--- src/rtl/ecc_host_if_if.sv ---
// Host-side request/response bundle for the ECC host adapter.
// master: host (drives req_*, rsp_ready); slave: adapter (drives req_ready, rsp_*).
interface ecc_host_if_if #(
   parameter int SIZE = 32
);
   logic            req_valid;
   logic            req_ready;
   logic [SIZE-1:0] req_a;
   logic [SIZE-1:0] req_prime;
   logic [SIZE-1:0] req_px;
   logic [SIZE-1:0] req_py;
   logic [SIZE-1:0] req_k;
   logic            rsp_valid;
   logic            rsp_ready;
   logic [SIZE-1:0] rsp_x;
   logic [SIZE-1:0] rsp_y;
   logic            rsp_err;

   modport master (
      output req_valid, req_a, req_prime, req_px, req_py, req_k,
      output rsp_ready,
      input  req_ready, rsp_valid, rsp_x, rsp_y, rsp_err
   );

   modport slave (
      input  req_valid, req_a, req_prime, req_px, req_py, req_k,
      input  rsp_ready,
      output req_ready, rsp_valid, rsp_x, rsp_y, rsp_err
   );
endinterface

--- src/rtl/ecc_host_if.sv ---
// Parallel-to-nibble-serial adapter between a host and an ECC kP core.
// Ports: i_clk, i_rst (async high); host (slave modport: req/rsp handshakes);
// o_start, o_a..o_k (serial operands out); kPx, kPy, done (serial result in).
module ecc_host_if #(
   parameter int SIZE    = 32,
   parameter int NIB     = 4,
   parameter int TIMEOUT = 4096
) (
   input  logic           i_clk,
   input  logic           i_rst,
   ecc_host_if_if.slave   host,
   output logic           o_start,
   output logic [NIB-1:0] o_a,
   output logic [NIB-1:0] o_prime,
   output logic [NIB-1:0] o_px,
   output logic [NIB-1:0] o_py,
   output logic [NIB-1:0] o_k,
   input  logic [NIB-1:0] kPx,
   input  logic [NIB-1:0] kPy,
   input  logic           done
);
   localparam int N  = SIZE / NIB;
   localparam int CW = (N > 1) ? $clog2(N) : 1;
   localparam int WW = $clog2(TIMEOUT + 1);

   typedef enum logic [2:0] {
      S_IDLE, S_SEND, S_WAIT, S_RECV, S_HOLD
   } state_t;

   state_t          r_state;
   state_t          w_next;
   logic [CW-1:0]   r_cnt;
   logic [WW-1:0]   r_wcnt;
   logic [SIZE-1:0] r_a, r_p, r_x, r_y, r_k;
   logic [SIZE-1:0] r_rx, r_ry;
   logic            r_err;
   logic            w_last;
   logic            w_tmo;

   assign w_last = (r_cnt == CW'(N - 1));
   assign w_tmo  = (r_wcnt == WW'(TIMEOUT - 1));

   always_ff @(posedge i_clk or posedge i_rst) begin
      if (i_rst) r_state <= S_IDLE;
      else       r_state <= w_next;
   end

   // done is only honoured in WAIT; it wins over a same-cycle timeout
   always_comb begin
      w_next = r_state;
      unique case (r_state)
         S_IDLE:  if (host.req_valid) w_next = S_SEND;
         S_SEND:  if (w_last) w_next = S_WAIT;
         S_WAIT: begin
            if (done)       w_next = S_RECV;
            else if (w_tmo) w_next = S_HOLD;
         end
         S_RECV:  if (w_last) w_next = S_HOLD;
         S_HOLD:  if (host.rsp_ready) w_next = S_IDLE;
         default: w_next = S_IDLE;
      endcase
   end

   always_ff @(posedge i_clk or posedge i_rst) begin
      if (i_rst) begin
         r_cnt  <= '0;
         r_wcnt <= '0;
         r_a    <= '0;
         r_p    <= '0;
         r_x    <= '0;
         r_y    <= '0;
         r_k    <= '0;
         r_rx   <= '0;
         r_ry   <= '0;
         r_err  <= 1'b0;
      end else begin
         unique case (r_state)
            S_IDLE: begin
               if (host.req_valid) begin
                  r_a   <= host.req_a;
                  r_p   <= host.req_prime;
                  r_x   <= host.req_px;
                  r_y   <= host.req_py;
                  r_k   <= host.req_k;
                  r_cnt <= '0;
                  r_rx  <= '0;
                  r_ry  <= '0;
                  r_err <= 1'b0;
               end
            end
            S_SEND: begin
               r_a   <= r_a >> NIB;
               r_p   <= r_p >> NIB;
               r_x   <= r_x >> NIB;
               r_y   <= r_y >> NIB;
               r_k   <= r_k >> NIB;
               r_cnt <= w_last ? '0 : r_cnt + 1'b1;
               if (w_last) r_wcnt <= '0;
            end
            S_WAIT: begin
               r_wcnt <= r_wcnt + 1'b1;
               if (done)       r_cnt <= '0;
               else if (w_tmo) r_err <= 1'b1;
            end
            S_RECV: begin
               // shift in from the top: nibble 0 ends at the LSBs
               r_rx  <= {kPx, r_rx[SIZE-1:NIB]};
               r_ry  <= {kPy, r_ry[SIZE-1:NIB]};
               r_cnt <= w_last ? '0 : r_cnt + 1'b1;
            end
            default: ;
         endcase
      end
   end

   // results are gated by HOLD so partial captures never leak out
   always_comb begin
      host.req_ready = (r_state == S_IDLE);
      host.rsp_valid = (r_state == S_HOLD);
      host.rsp_err   = (r_state == S_HOLD) && r_err;
      host.rsp_x     = '0;
      host.rsp_y     = '0;
      o_start        = (r_state == S_SEND) && (r_cnt == '0);
      o_a            = '0;
      o_prime        = '0;
      o_px           = '0;
      o_py           = '0;
      o_k            = '0;
      if (r_state == S_HOLD && !r_err) begin
         host.rsp_x = r_rx;
         host.rsp_y = r_ry;
      end
      if (r_state == S_SEND) begin
         o_a     = r_a[NIB-1:0];
         o_prime = r_p[NIB-1:0];
         o_px    = r_x[NIB-1:0];
         o_py    = r_y[NIB-1:0];
         o_k     = r_k[NIB-1:0];
      end
   end
endmodule

--- src/flat_wrapper.sv ---
// flat-port wrapper written by rule: the top's interface ports become plain ports
module ecc_host_if_flat 
#(
   parameter int SIZE    = 32,
   parameter int NIB     = 4,
   parameter int TIMEOUT = 4096
)
  (i_clk, i_rst, o_start, o_a, o_prime, o_px, o_py, o_k, kPx, kPy, done, host_req_valid, host_req_a, host_req_prime, host_req_px, host_req_py, host_req_k, host_rsp_ready, host_req_ready, host_rsp_valid, host_rsp_x, host_rsp_y, host_rsp_err);
  ecc_host_if_if #(.SIZE(SIZE)) host_i ();
  input  logic i_clk;
  input  logic i_rst;
  output logic o_start;
  output logic [NIB-1:0] o_a;
  output logic [NIB-1:0] o_prime;
  output logic [NIB-1:0] o_px;
  output logic [NIB-1:0] o_py;
  output logic [NIB-1:0] o_k;
  input  logic [NIB-1:0] kPx;
  input  logic [NIB-1:0] kPy;
  input  logic done;
  input wire logic [$bits(host_i.req_valid)-1:0] host_req_valid;
  input wire logic [$bits(host_i.req_a)-1:0] host_req_a;
  input wire logic [$bits(host_i.req_prime)-1:0] host_req_prime;
  input wire logic [$bits(host_i.req_px)-1:0] host_req_px;
  input wire logic [$bits(host_i.req_py)-1:0] host_req_py;
  input wire logic [$bits(host_i.req_k)-1:0] host_req_k;
  input wire logic [$bits(host_i.rsp_ready)-1:0] host_rsp_ready;
  output wire logic [$bits(host_i.req_ready)-1:0] host_req_ready;
  output wire logic [$bits(host_i.rsp_valid)-1:0] host_rsp_valid;
  output wire logic [$bits(host_i.rsp_x)-1:0] host_rsp_x;
  output wire logic [$bits(host_i.rsp_y)-1:0] host_rsp_y;
  output wire logic [$bits(host_i.rsp_err)-1:0] host_rsp_err;
  assign host_i.req_valid = host_req_valid;
  assign host_i.req_a = host_req_a;
  assign host_i.req_prime = host_req_prime;
  assign host_i.req_px = host_req_px;
  assign host_i.req_py = host_req_py;
  assign host_i.req_k = host_req_k;
  assign host_i.rsp_ready = host_rsp_ready;
  assign host_req_ready = host_i.req_ready;
  assign host_rsp_valid = host_i.rsp_valid;
  assign host_rsp_x = host_i.rsp_x;
  assign host_rsp_y = host_i.rsp_y;
  assign host_rsp_err = host_i.rsp_err;
  ecc_host_if #(.SIZE(SIZE), .NIB(NIB), .TIMEOUT(TIMEOUT)) u_core (.i_clk(i_clk), .i_rst(i_rst), .host(host_i), .o_start(o_start), .o_a(o_a), .o_prime(o_prime), .o_px(o_px), .o_py(o_py), .o_k(o_k), .kPx(kPx), .kPy(kPy), .done(done));
endmodule
--- config.mk ---
export PLATFORM = sky130hd
export DESIGN_NAME = ecc_host_if_flat
export DESIGN_NICKNAME = d
export VERILOG_FILES = /design/src/rtl/ecc_host_if_if.sv /design/src/rtl/ecc_host_if.sv /design/src/flat_wrapper.sv
export SDC_FILE = /design/constraint.sdc
export NUM_CORES = 1
export LEC_CHECK = 0
export BUFFER_PORTS_ARGS = -buffer_cell sky130_fd_sc_hd__buf_2
export CORE_MARGIN = 5
export CORE_UTILIZATION = 50
export DETAILED_ROUTE_END_ITERATION = 7
export GPL_TIMING_DRIVEN = 1
export HOLD_SLACK_MARGIN = 0.15
export PLACE_DENSITY = 0.72
export SLEW_MARGIN = 15
export SYNTH_ARGS = -nofsm -noshare
export SYNTH_HDL_FRONTEND = slang
export SYNTH_SLANG_ARGS = --single-unit
--- constraint.sdc ---
create_clock -name i_clk -period 10.4 [get_ports i_clk]
set_input_delay 2.08 -clock i_clk [delete_from_list [all_inputs] [get_ports i_clk]]
set_output_delay 2.08 -clock i_clk [all_outputs]
set_load 0.005 [all_outputs]
Yosys cells after proc, flatten, opt, wreduce, memory -nomap -nowiden
Index checks and enable logic that the tools add are counted.
{ "op_classes": {"muxes": 37, "reduce_logical": 18, "add_sub_neg": 2, "n_eq_ne": 14} }
{ "ops": {"columns": ["operator", "count"], "rows": [
  ["32-bit case mux with 2 select lines", 7],
  ["32-bit 2-to-1 mux", 8],
  ["3-bit 2-to-1 mux", 9],
  ["13-bit case mux with 2 select lines", 1],
  ["4-bit 2-to-1 mux", 5],
  ["3-bit case mux with 5 select lines", 1],
  ["13-bit by 1-bit adder with 13-bit output (second input constant)", 1],
  ["13-bit by 12-bit == test with 1-bit output (second input constant)", 1],
  ["13-bit 2-to-1 mux", 1],
  ["3-bit case mux with 3 select lines", 1],
  ["2-bit inequality test (second input constant)", 4],
  ["2-bit nonzero test", 4],
  ["3-bit by 2-bit == test with 1-bit output (second input constant)", 2],
  ["3-bit == test (second input constant)", 2],
  ["3-bit zero test", 2],
  ["2-bit by 1-bit inequality test with 1-bit output (second input constant)", 3],
  ["2-bit AND reduction", 3],
  ["5-bit AND reduction", 1],
  ["4-bit AND reduction", 1],
  ["3-bit by 1-bit adder with 3-bit output (second input constant)", 1],
  ["3-bit by 1-bit == test with 1-bit output (second input constant)", 1],
  ["1-bit logical AND", 3],
  ["1-bit 2-to-1 mux", 3],
  ["3-bit by 2-bit inequality test with 1-bit output (second input constant)", 1],
  ["other kinds (5)", 5]
]} }
{ "totals": {"out_inout_bits": 88, "wordCells": 82, "inputBits": 173, "regBits": 244} }

Depth between registers and ports, before layout
Gate-level depths: netlist of run 1.
{ "logic_depth": {"depth_word": 4, "ltp_mapped": 8, "depth_no_buf": 6} }

Least setup slack after synthesis of run 1
No wires, ideal clock.
{ "synth_path": {"kind": "register -> output", "startpoint": "reg u_core.r_state[1]", "endpoint": "out o_start", "required_ps": 8320, "slack_ps": 6682, "n_path_buf": 4, "arrival_time_ps": 1638, "path_stages_with_launch": 7, "path_cell_list": "dfrtp_1 > buf_2 > or3b_2 > buf_2 > buf_2 > buf_2 > nor3b_1"} }
{ "synth_between": {"elab_chain_cells": 2} }
{ "synth_rtl": {"columns": ["item", "line_no", "source"], "rows": [
  ["from (decl)", "ecc_host_if.sv:30", "state_t r_state;"],
  ["from (signal assigned)", "ecc_host_if.sv:45", "else r_state <= w_next;"],
  ["3-bit by 1-bit == test with 1-bit output", "ecc_host_if.sv:123", "o_start = (r_state == S_SEND) && (r_cnt == '0);"],
  ["1-bit logical AND", "ecc_host_if.sv:123", null],
  ["to (decl)", "flat_wrapper.sv:12", "output logic o_start;"]
]} }
No other way between the ends.

Final worst setup path of run 1
Same ends and word-level chain as after synthesis.

==> results.cfg, run 1 <==
[place]
place_congestion = 0.844
post-place-cells = 1646
port-buffer-count = 260
hpwl_mm = 18.0

[logic_synthesis]
syn_inst = 1188
syn_area_um2 = 10700
syn-mean-instance-area_um2 = 9.00
synth_cell_types = 43
ys.flop_type = dfrtp_1
ys.warnings.count = 0
ys_ff_latch = 244
async_reset_ff_share_pct = 100
synth-edff-count = 0
synth_nets = 1365
synth-seq-area-share_pct = 57.1

[clock_network]
cts_tree = done
cts.path.max_buffers = 3
cts_buffers = 26
cts_root_buffer = clkbuf_16
clock_latency_ps = 520
cts_setup_buffers = 0
ctsHoldBuffers = 0
cts.sinks = 244
htree_levels = 1
clk_pin_slew_ps = 60
ctsResizeCount = 0

[global_routing]
antenna_found_initial = 14
overflow = 0
grt_start_max_net_pins = 128
grt_pass1_vias = 8956
grt_use_total_pct = 22.7
grt_pass1_wl_mm = 45.7

[worst_setup_path]
end_kind = output port
cp.required_ps = 8320
cp.arrival_ps = 2350
worstSetupStartpointType = flip-flop
cp_max_fo = 65
crit_type = reg -> out

[sta]
hold_viol_final = 0
tns_ps = 0
period_needed_ps = 4430
slew_headroom_pct = 30.3
rsz0062_at_grt = false
fin_crit_sh_pct = 42.6
final_max_slew_viol_count = 0
worstMarginPinSlew_ps = 1050
finalSetupViolCount = 0
max_freq_ghz = 0.226
skew_ps = 11.7

[pwr]
p_leak_nw = 6.47
ir_drop_uv = 239
powerDensity_nw_per_um2 = 293

[final_layout]
syn_to_final_growth_pct = 20.5
final_cell_mix = nor2_1 (278), buf_2 (260), dfrtp_1 (244), nand2_1 (190), o22ai_1 (135)
nNetsFinal = 1576
drive_gt1_share_pct = 22.6
final_cell_count_no_fill = 1699
final_common_cell = nor2_1
regArea_um2 = 6110
n_fill_cell = 1867
multi_input_area_um2 = 4130

[run_status]
outcome = finished clean

[floorplan]
start_util_pct = 50.8
num_rows = 53
dieArea_um2 = 24400
core_um2 = 21000
die-height_um = 156
die_w_um = 156
io_pins = 261

[hold_path]
hp-class = reg -> reg

[drt]
antenna_left = 0
wl_mm = 28.3
via_per_inst = 5.36
wl_per_cell_um = 16.6
first_iter_violations = 517
drc = 0
dr_total_vias = 9100
first_pass_iters = 5

[run]
cap_violations = 0
## metrics by stage
step	hold slack, ps	util [%]	setup slack, ps	cell area, um^2	power [mW]
2_1_floorplan	449	-	1620	10700	2.54
3_3_place_gp	454	57.0	5810	12000	2.78
3_5_place_dp	463	57.0	5760	12000	2.84
4_1_cts	477	61.1	5970	12900	3.79
5_1_grt	509	61.3	5800	12900	4.06
6_report	480	61.3	5970	12900	3.77
## cell usage after synthesis (4+ instances only)
master / instances / share of area (%)
o21ai_0: 4 / 0.19
mux2i_1: 5 / 0.47
a21oi_1: 5 / 0.23
ha_1: 4 / 0.47
buf_1: 14 / 0.49
nor2_1: 280 / 9.8
nand3_1: 99 / 4.6
buf_6: 6 / 0.63
buf_2: 44 / 2.1
and2_1: 86 / 5.0
inv_1: 8 / 0.28
clkbuf_1: 20 / 0.70
nand2_1: 191 / 6.7
dfrtp_1: 244 / 57
o22ai_1: 135 / 7.9
## final cells by class
type	instances	area share (%)
sequential	244	47.4
clock inverter	7	0.680
inverter	8	0.292
tap	275	2.67
antenna	7	0.136
timing repair buffer	269	10.6
multi-input combinational	850	32.1
clock buffer	39	6.06
## layer usage
layer / track usage [%] / part of all wire [%]
met1: 31.6 / 43
met2: 35.5 / 47
met3: 5.91 / 7.8
met4: 6.36 / 2.3
met5: 0 / 0.34
## worst paths after layout
path | endpoint | slack (ps) | depth (start not counted) | start
min in group asynchronous | u_core.r_wcnt[10] | 1710 | 2 | i_rst
hold reg to reg | u_core.r_a[25] | 480 | 2 | u_core.r_a[29]
hold / removal | u_core.r_a[25] | 480 | 2 | u_core.r_a[29]
max in group asynchronous | u_core.r_p[5] | 6600 | 4 | i_rst
setup / recovery | o_start | 5970 | 3 | u_core.r_state[1]
setup reg to reg | u_core.r_y[23] | 7140 | 5 | u_core.r_state[1]
## sequential cells by signal, summed over array words and instances (netlist names)
register,count
u_core.r_k,32
u_core.r_err,1
u_core.r_wcnt,13
u_core.r_y,32
u_core.r_p,32
u_core.r_state,3
u_core.r_rx,32
u_core.r_a,32
u_core.r_ry,32
u_core.r_x,32
u_core.r_cnt,3
## critical path, stage by stage (launching register included)
cell and delay (ps):
dfrtp_1 590, or3b_4 770, nor3b_1 280, buf_2 180
## cell families (layout without fill, tap and decap cells)
logic type	count (synthesis)	count (layout)	synth area share [%]
mux	6	6	0.574
fa+ha+maj	4	4	0.468
flops	244	244	57.1
other cells	0	7	0
buf+inv	94	323	4.38
compound gates	160	160	9.59
simple gates	680	680	27.9
## where the power goes
part	internal [mW]	total [mW]	switching, mW
Combinational	0.492	1.27	0.780
Clock	0.565	0.936	0.371
Sequential	1.33	1.56	0.230
Total	2.39	3.77	1.38
Power figures use the tool's default switching activity.
==> run 2: changes to the inputs <==
- CORE_UTILIZATION: 50 -> 48
- PLACE_DENSITY: 0.72 -> 0.73
- clock period: 10.4 -> 4.02 ns (I/O delays scaled with it)
==> results.cfg, run 2 (same netlist as run 1, synthesis figures left out) <==
[sta]
final_max_slew_viol_count = 0
layout_setup_ws_ps = 843
max_freq_ghz = 0.315
skew_ps = 14.7
rsz0062_at_grt = false
tns_ps = 0
hold_viol_final = 0
finalSetupViolCount = 0
period_needed_ps = 3180
worstMarginPinSlew_ps = 1110
fin_crit_sh_pct = 79.0
slew_headroom_pct = 26.2

[global_routing]
grt_pass1_wl_mm = 46.3
grt_start_max_net_pins = 115
antenna_found_initial = 12
grt_use_total_pct = 21.5
grt_pass1_vias = 9095
overflow = 0

[clock_network]
cts_tree = done
cts.path.max_buffers = 3
clock_latency_ps = 530
cts_root_buffer = clkbuf_16
ctsResizeCount = 0
ctsHoldBuffers = 0
clk_pin_slew_ps = 70
cts.sinks = 244
cts_buffers = 26
cts_setup_buffers = 0
htree_levels = 1

[worst_setup_path]
end_kind = output port
crit_type = reg -> out
worstPathCellList = nor2_1, nand2_1, nor2_2, buf_4, and2_1, buf_2
cp_max_fo = 64
cp_slowest_cell = dfrtp_1
reg2reg_depth = 4
cp.arrival_ps = 2370
r2r-end = u_core.r_k[18]
regToRegStartpoint = u_core.r_state[1]
r2r_setup_slack_ps = 1100
worstSetupStartpointType = flip-flop
cpPeakStageDelay_ps = 590
cp.required_ps = 3220

[drt]
first_iter_violations = 757
wl_per_cell_um = 16.5
drc = 0
first_pass_iters = 5
via_per_inst = 5.34
wl_mm = 28.1
antenna_left = 0
dr_total_vias = 9118

[floorplan]
die-height_um = 159
dieArea_um2 = 25400
start_util_pct = 48.8
core_um2 = 21900
die_w_um = 159
io_pins = 261
num_rows = 54

[pwr]
ir_drop_uv = 407
p_leak_nw = 6.48
powerDensity_nw_per_um2 = 747

[final_layout]
final_cell_count_no_fill = 1709
regArea_um2 = 6110
final_common_cell = nor2_1
nNetsFinal = 1581
syn_to_final_growth_pct = 20.7
n_fill_cell = 1988
fin_util_pct = 59.0
final_cell_mix = nor2_1 (278), buf_2 (260), dfrtp_1 (244), nand2_1 (190), o22ai_1 (135)
multi_input_area_um2 = 4130
drive_gt1_share_pct = 23.0

[run_status]
outcome = finished clean

[place]
post-place-cells = 1656
port-buffer-count = 260
hpwl_mm = 18.2
place_congestion = 0.801
dpl_worst_slack_ps = 1170

[hold_path]
hp-class = in -> async

[run]
cap_violations = 0
run 2: cell types whose count changed in the layout (fill, tap and decap cells not counted), moves of 2 or more:
cell and delta:
clkinv_2 +3, clkinvlp_4 +3, bufinv_16 -2, diode_2 -2, buf_12 +4
run 2: worst max-delay path, delay by kind of cell (launching register included):
kind	cells	cell delay [ps]
buffers and inverters	2	550
AND/OR/NAND/NOR	4	690
flip-flops	1	590
run 2: routing by layer:
layer | vias to the layer above | part of all wire (%) | GRT usage, %
met5 | - | 0.31 | 0
met4 | 14 | 3.0 | 7.52
met3 | 66 | 7.5 | 5.82
met2 | 267 | 46 | 33.0
met1 | 4351 | 43 | 29.7
li1 | 4420 | - | -
run 2: how the worst max path moves through the flow:
stage | slack (ps) | to | from
3_3_place_gp | 1190 | u_core.r_x[21] | host_req_valid
3_5_place_dp | 1170 | u_core.r_p[23] | host_req_valid
6_report | 840 | host_rsp_y[30] | u_core.r_state[1]
5_1_grt | 630 | host_rsp_y[30] | u_core.r_state[1]
4_1_cts | 830 | host_rsp_y[30] | u_core.r_state[1]
2_1_floorplan | 10 | u_core.r_a[0] | i_rst
run 2: area by class of cell:
cell class              instances  share of cell area, %
diodes                          5                 0.0970
clock buffers                  37                   5.75
clock inverters                11                  0.572
inverters                       8                  0.262
multi-input cells             850                   32.0
flip-flops and latches        244                   47.3
well taps                     280                   2.71
repair buffers                274                   11.3
run 2: per-stage QoR:
step	instance area (um^2)	total power [mW]	hold slack, ps
after floorplan	10700	6.58	449
after global placement	12100	7.25	459
after detailed placement	12100	7.41	468
after CTS	12900	9.72	448
after global routing	12900	10.4	458
final	12900	9.63	440
run 2: report_power, final:
group,total [mW],switching (mW),internal [mW]
clock network,2.28,0.996,1.29
logic,3.33,2.02,1.31
registers,4.02,0.579,3.44
